File: src/rtl/pc_fetch_ctrl_if.sv
// Fetch-side bus of the IF-stage PC controller: hazard/jump inputs, instruction word in,
// registered fetch address and pipeline control out.
interface pc_fetch_ctrl_if;
  logic        stall;
  logic        taken;
  logic [31:0] target;
  logic        wide;
  logic [15:0] imem_data;
  logic [31:0] pc;
  logic        flush;
  logic        valid;

  modport master (
    output stall, taken, target, wide, imem_data,
    input  pc, flush, valid
  );

  modport slave (
    input  stall, taken, target, wide, imem_data,
    output pc, flush, valid
  );
endinterface

File: src/rtl/pc_fetch_ctrl.sv
// Program counter and fetch-redirect controller: boots the PC from a two-word reset vector,
// steps it by 1 or 2 words, and turns an accepted branch redirect into a timed flush.
module pc_fetch_ctrl #(
  parameter logic [31:0] RESET_ADDR   = 32'h0000_0000,
  parameter int          FLUSH_CYCLES = 2
) (
  input  logic            clk,
  input  logic            rst,
  pc_fetch_ctrl_if.slave  bus
);

  typedef enum logic [1:0] {BOOT_HI, BOOT_LO, RUN, FLUSH} state_t;

  localparam logic [2:0] FCNT_INIT = 3'(FLUSH_CYCLES - 1);

  state_t      r_state, w_stateNext;
  logic [31:0] r_pc, w_pcNext, w_seqPc;
  logic [15:0] r_vecHi, w_vecHiNext;
  logic [2:0]  r_fcnt, w_fcntNext;
  logic        r_flush, w_flushNext;
  logic        r_valid, w_validNext;

  // Shared by RUN and FLUSH; wide only matters when the step is actually taken.
  assign w_seqPc = bus.stall ? r_pc : (r_pc + (bus.wide ? 32'd2 : 32'd1));

  always_ff @(posedge clk) begin
    if (rst) r_state <= BOOT_HI;
    else     r_state <= w_stateNext;
  end

  always_comb begin
    w_stateNext = r_state;
    unique case (r_state)
      BOOT_HI: w_stateNext = BOOT_LO;
      BOOT_LO: w_stateNext = RUN;
      RUN:     if (bus.taken) w_stateNext = FLUSH;
      FLUSH:   if (r_fcnt == 3'd0) w_stateNext = RUN;
    endcase
  end

  always_comb begin
    w_pcNext    = r_pc;
    w_vecHiNext = r_vecHi;
    w_fcntNext  = r_fcnt;
    w_flushNext = r_flush;
    w_validNext = r_valid;
    unique case (r_state)
      BOOT_HI: begin
        w_vecHiNext = bus.imem_data;
        w_pcNext    = RESET_ADDR + 32'd1;
        w_validNext = 1'b0;
        w_flushNext = 1'b0;
      end
      BOOT_LO: begin
        w_pcNext    = {r_vecHi, bus.imem_data};
        w_validNext = 1'b1;
      end
      RUN: begin
        w_validNext = 1'b1;
        if (bus.taken) begin
          w_pcNext    = bus.target;
          w_flushNext = 1'b1;
          w_fcntNext  = FCNT_INIT;
        end else begin
          w_pcNext    = w_seqPc;
        end
      end
      FLUSH: begin
        // taken is ignored here: the instructions that produced it are being killed.
        w_validNext = 1'b1;
        w_pcNext    = w_seqPc;
        if (r_fcnt == 3'd0) w_flushNext = 1'b0;
        else                w_fcntNext  = r_fcnt - 3'd1;
      end
    endcase
  end

  always_ff @(posedge clk) begin
    if (rst) begin
      r_pc    <= RESET_ADDR;
      r_vecHi <= 16'h0000;
      r_fcnt  <= 3'd0;
      r_flush <= 1'b0;
      r_valid <= 1'b0;
    end else begin
      r_pc    <= w_pcNext;
      r_vecHi <= w_vecHiNext;
      r_fcnt  <= w_fcntNext;
      r_flush <= w_flushNext;
      r_valid <= w_validNext;
    end
  end

  assign bus.pc    = r_pc;
  assign bus.flush = r_flush;
  assign bus.valid = r_valid;

endmodule

File: src/flat_wrapper.sv
// flat-port wrapper written by rule: the top's interface ports become plain ports
module pc_fetch_ctrl_flat 
#(
  parameter logic [31:0] RESET_ADDR   = 32'h0000_0000,
  parameter int          FLUSH_CYCLES = 2
)
  (clk, rst, bus_stall, bus_taken, bus_target, bus_wide, bus_imem_data, bus_pc, bus_flush, bus_valid);
  pc_fetch_ctrl_if bus_i ();
  input  logic clk;
  input  logic rst;
  input wire logic [$bits(bus_i.stall)-1:0] bus_stall;
  input wire logic [$bits(bus_i.taken)-1:0] bus_taken;
  input wire logic [$bits(bus_i.target)-1:0] bus_target;
  input wire logic [$bits(bus_i.wide)-1:0] bus_wide;
  input wire logic [$bits(bus_i.imem_data)-1:0] bus_imem_data;
  output wire logic [$bits(bus_i.pc)-1:0] bus_pc;
  output wire logic [$bits(bus_i.flush)-1:0] bus_flush;
  output wire logic [$bits(bus_i.valid)-1:0] bus_valid;
  assign bus_i.stall = bus_stall;
  assign bus_i.taken = bus_taken;
  assign bus_i.target = bus_target;
  assign bus_i.wide = bus_wide;
  assign bus_i.imem_data = bus_imem_data;
  assign bus_pc = bus_i.pc;
  assign bus_flush = bus_i.flush;
  assign bus_valid = bus_i.valid;
  pc_fetch_ctrl #(.RESET_ADDR(RESET_ADDR), .FLUSH_CYCLES(FLUSH_CYCLES)) u_core (.clk(clk), .rst(rst), .bus(bus_i));
endmodule
File: config.mk
export PLATFORM = sky130hd
export DESIGN_NAME = pc_fetch_ctrl_flat
export DESIGN_NICKNAME = d
export VERILOG_FILES = /design/src/rtl/pc_fetch_ctrl_if.sv /design/src/rtl/pc_fetch_ctrl.sv /design/src/flat_wrapper.sv
export SDC_FILE = /design/constraint.sdc
export NUM_CORES = 1
export LEC_CHECK = 0
export BUFFER_PORTS_ARGS = -buffer_cell sky130_fd_sc_hd__buf_2
export CELL_PAD_IN_SITES_DETAIL_PLACEMENT = 0
export CELL_PAD_IN_SITES_GLOBAL_PLACEMENT = 1
export CORE_MARGIN = 5
export CORE_UTILIZATION = 40
export CTS_CLUSTER_SIZE = 28
export DETAILED_ROUTE_END_ITERATION = 6
export GPL_ROUTABILITY_DRIVEN = 0
export GPL_TIMING_DRIVEN = 0
export PLACE_DENSITY = 0.93
export SYNTH_ARGS = -nofsm -noshare
export SYNTH_HDL_FRONTEND = slang
export SYNTH_SLANG_ARGS = --single-unit
File: constraint.sdc
create_clock -name clk -period 6.4 [get_ports clk]
set_clock_uncertainty 0.2 [all_clocks]
set_input_delay 1.28 -clock clk [delete_from_list [all_inputs] [get_ports clk]]
set_output_delay 1.28 -clock clk [all_outputs]
set_load 0.005 [all_outputs]
### Word-level counts from Yosys, hierarchy flattened

Index checks and enable logic that the tools add are counted.

* word-level logic and storage cells: 36
* register bits after elaboration: 55

* muxes and demuxes: 14
* reductions and logical operators: 8
* add/sub/neg operators: 2
* equal/unequal tests: 6

Operator list (count)
* $pmux W32 S4: 1
* $mux W32: 2
* $add A32 B32 Y32: 1
* $pmux W2 S4: 1
* $mux W2: 3
* $mux W3: 2
* $pmux W3 S2: 1
* $reduce_and A3 Y1: 2
* $eq A2 B2 Y1 const B: 2
* $ne A2 B2 Y1 const B: 2
* $logic_not A3 Y1: 1
* $pmux W1 S3: 1
* $reduce_bool A3 Y1: 1
* $reduce_or A3 Y1: 1
* $sub A3 B1 Y3 const B: 1
* $eq A2 B1 Y1 const B: 1
* $logic_not A2 Y1: 1
* $mux W1: 2
* $ne A2 B1 Y1 const B: 1
* $pmux W1 S2: 1
* $reduce_and A2 Y1: 1
* $reduce_bool A2 Y1: 1

### Depth between registers and ports, before layout

* depth in word-level cells: 5
* gate-level depth with buffers: 8
* gate-level depth less buffers: 8

### Least setup slack after synthesis

Ideal clock, no wire load.

* path kind: input to register
* start: input bus_wide
* end: register u_core.r_pc[21] (netlist: u_core.bus.pc[21])
* stages on the path: 7
* library setup time: 0.132 ns
* required time: 6.068 ns
* setup slack: 3.213 ns
* arrival: 2.855 ns
* cell sequence: ha_1 -> a21oi_1 -> or3_1 -> buf_2 -> or4_1 -> xor2_1 -> o22ai_2

* word-level cells in the longest chain between the ends: 5

RTL lines
* start, declared: RTL line flat_wrapper.sv:14 `input wire logic [$bits(bus_i.wide)-1:0] bus_wide;`
* $mux W2 *: RTL line pc_fetch_ctrl.sv:24 `assign w_seqPc = bus.stall ? r_pc : (r_pc + (bus.wide ? 32'd2 : 32'd1));`
* $add A32 B32 Y32 *: RTL line pc_fetch_ctrl.sv:24
* $mux W32 *: RTL line pc_fetch_ctrl.sv:24
* $mux W32: RTL line pc_fetch_ctrl.sv:60 `if (bus.taken) begin`
* $pmux W32 S4 *: RTL line pc_fetch_ctrl.sv:47 `unique case (r_state)`
* end signal, assigned: RTL line pc_fetch_ctrl.sv:86 `r_pc <= w_pcNext;`
* end, declared: RTL line pc_fetch_ctrl.sv:17 `logic [31:0] r_pc, w_pcNext, w_seqPc;`

Every way passes the cells marked *; elsewhere a longest branch is shown, timed or not.
A chain may end at the register's enable or synchronous reset.

### Worst setup path in the final report

* start: input bus_wide
* end: register u_core.r_pc[14] (netlist: u_core.bus.pc[14])

The elaborated chain is that of the path after synthesis.

==> flow_metrics.py <==
metrics = {
    "outcome": {
        "status": "finished clean",
    },
    "place": {
        "io_buffer_count": 86,
        "place_ws_ns": 2.86,
        "placed_area_um2": 3270,
        "dpl.hpwl_um": 6570,
    },
    "power_and_ir_drop": {
        "clockPowerShare": 0.297,
        "power.internal_uw": 498,
        "seq_power_share": 0.533,
        "pwr-share-comb": 0.170,
        "powerDensity_nw_per_um2": 209,
        "p_switching_uw": 205,
        "irDropWorstVdd_uv": 85.9,
        "sw_frac_of_total": 0.291,
        "leakage_nw": 1.36,
    },
    "min_path": {
        "hold_path_class": "reg -> reg",
    },
    "synthesis": {
        "synthesis.area_um2": 2740,
        "synth_top_area_cell": "dfxtp_1",
        "yosysUniqueCellTypes": 39,
        "synth_flop_cell": "dfxtp_1",
        "seq_area_frac_synth": 0.402,
        "synthTopCellsByCount": "55 x dfxtp_1, 44 x nand2_1, 27 x a22oi_1",
        "synth_nets": 383,
        "ys_seq_elements": 55,
        "ys_warn_count": 0,
        "synth_area_per_cell_um2": 8.44,
        "synth.area.top_cells": "dfxtp_1 40%, a22oi_1 7.4%, xor2_1 6.4%",
        "synth-edff-count": 0,
        "synth_top_area_frac": 0.402,
        "yosysMostFrequentCell": "dfxtp_1",
        "synth-async-reset-ratio": 0,
        "syn_inst": 325,
    },
    "job": {
        "cap_violations": 0,
    },
    "layout": {
        "drive_gt1_frac": 0.243,
        "regArea_um2": 1100,
        "area_growth_pct": 22.9,
        "layout.nets": 476,
        "final_area_um2": 3370,
        "n_antenna_cell": 0,
        "fill_cells": 660,
        "multi_input_area_um2": 1520,
    },
    "detailed_routing": {
        "ant_nets": 0,
        "routed_wl_um": 8310,
        "via_count": 2790,
        "routed_via_density": 5.59,
        "avgRoutedWirePerCell_um": 16.7,
        "drc_errors": 0,
        "first_pass_iters": 5,
        "drt-initial-drc-count": 178,
    },
    "grt": {
        "grt_pass1_wl_um": 13500,
        "groute.usage.overall": 0.197,
        "overflow": 0,
        "antenna_found_initial": 0,
        "grt_pass1_vias": 2701,
        "grt_max_degree": 18,
    },
    "worst_setup_path": {
        "path_cells": "buf_2, inv_1, ha_1, fa_1, nand4b_1, nor3_1, and3_1, xnor2_1, o22ai_1",
        "slowest_delay_ns": 0.64,
        "cp-start-kind": "primary input",
        "cp.arrival_ns": 3.22,
        "crit_type": "in -> reg",
        "end_kind": "register",
        "required_ns": 6.38,
        "cpMaxStageDelayCell": "nor3_1",
        "crit_fanout": 5,
    },
    "floorplanning": {
        "start_util": 0.408,
        "die_h_um": 92.8,
        "coreArea_um2": 6720,
        "dieArea_um2": 8610,
        "fp.dieW_um": 92.8,
        "num_io_pins": 87,
        "row_count": 30,
    },
    "clock_network": {
        "htreeDepth": 2,
        "hold_buffers": 0,
        "cts_made_buffers": 5,
        "clock_sinks": 55,
        "clock_path_buffers": 2,
        "postCtsResizedCells": 0,
        "root_buffer": "clkbuf_8",
        "clk_pin_slew_worst_paths_ns": 0.10,
        "clkLatencyLatePin_ns": 0.32,
        "tritoncts": "done",
        "cts_setup_buffers": 0,
    },
    "sta": {
        "finalSetupViolCount": 0,
        "setup_slack_ns": 3.16,
        "rsz0062_at_grt": "no",
        "tightest_slew_ns": 0.660,
        "finalCriticalPeriod_ns": 3.24,
        "whs_ns": 0.260,
        "drv_slew": 0,
        "fin_crit_sh": 0.506,
        "hold_viol_final": 0,
        "fin_setup_tns_ns": 0,
        "fmax_mhz": 309,
        "slew_headroom": 0.557,
    },
}
==> metal layers <==
layer / up-vias / track usage / share of wire
met5: - / 0 / 0
li1: 1359 / - / -
met3: 10 / 0.0341 / 0.078
met2: 107 / 0.326 / 0.46
met1: 1314 / 0.268 / 0.45
met4: 0 / 0.0440 / 0.013
==> through the flow <==
step | cells | total power, mW | util
finish | 499 | 0.703 | 0.501
global route | 499 | 0.736 | 0.501
CTS | 499 | 0.705 | 0.501
detailed placement | 491 | 0.500 | 0.487
global placement | 491 | 0.498 | 0.487
floorplan | 325 | 0.448 | -
==> cell type report <==
type	count	share of cell area
Tap cell	80	0.0297
Inverter	8	0.00892
Clock buffer	6	0.0245
Clock inverter	2	0.00409
Multi-Input combinational cell	237	0.450
Timing Repair Buffer	86	0.128
Sequential cell	55	0.327
Buffer	25	0.0282
==> worst max-delay path, delay by kind of cell <==
family / cells / cell delay (ns)
adders and majority gates: 2 / 0.37
xor gates and xnor gates: 1 / 0.12
buffers and inverters: 2 / 0.18
AOI/OAI and AO/OA: 1 / 0.10
and+or+nand+nor: 3 / 1.16
==> path summary, 6_finish.rpt <==
kind                                         from                end  slack (ns)  cells after the start
worst max-delay path                     bus_wide  u_core.bus.pc[14]        3.16                      9
worst max register to register   u_core.bus.pc[0]  u_core.bus.pc[14]        3.92                      7
worst min-delay path            u_core.r_vecHi[0]  u_core.r_vecHi[0]        0.26                      2
worst min register to register  u_core.r_vecHi[0]  u_core.r_vecHi[0]        0.26                      2
==> cells in the final DEF, fill, tap and decap left out, types with 5 or more instances in the layout <==
cell type,instances
nor2_1,17
inv_1,8
clkbuf_1,23
dfxtp_1,55
a22oi_1,27
xor2_1,20
xnor2_1,11
o22ai_1,23
nand3_1,11
and4_1,6
a21oi_1,21
and2_1,5
nand4_1,6
clkbuf_8,6
buf_2,87
nand2_1,44
==> registers in the layout (all words and copies together) (netlist names) <==
| name | count |
|---|---|
| u_core.bus.flush | 1 |
| u_core.bus.pc | 32 |
| u_core.bus.valid | 1 |
| u_core.r_fcnt | 3 |
| u_core.r_state | 2 |
| u_core.r_vecHi | 16 |
==> logic make-up (layout without fill, tap and decap cells) <==
kind of cell,Yosys count,after routing,synth area share
compound gates,81,81,0.199
simple gates,117,117,0.217
flops,55,55,0.402
buf+inv,33,127,0.0456
mux,3,3,0.0119
xor+xnor,31,31,0.0990
fa+ha+maj,5,5,0.0256
==> power by group through the flow <==
stage	clock, mW	combinational, mW	sequential, mW
after CTS	0.212	0.119	0.374
after global routing	0.226	0.133	0.377
after detailed placement	0	0.118	0.382
final	0.209	0.119	0.374
after floorplan	0	0.0677	0.380
after global placement	0	0.116	0.381
(Power assumes the default switching activity.)
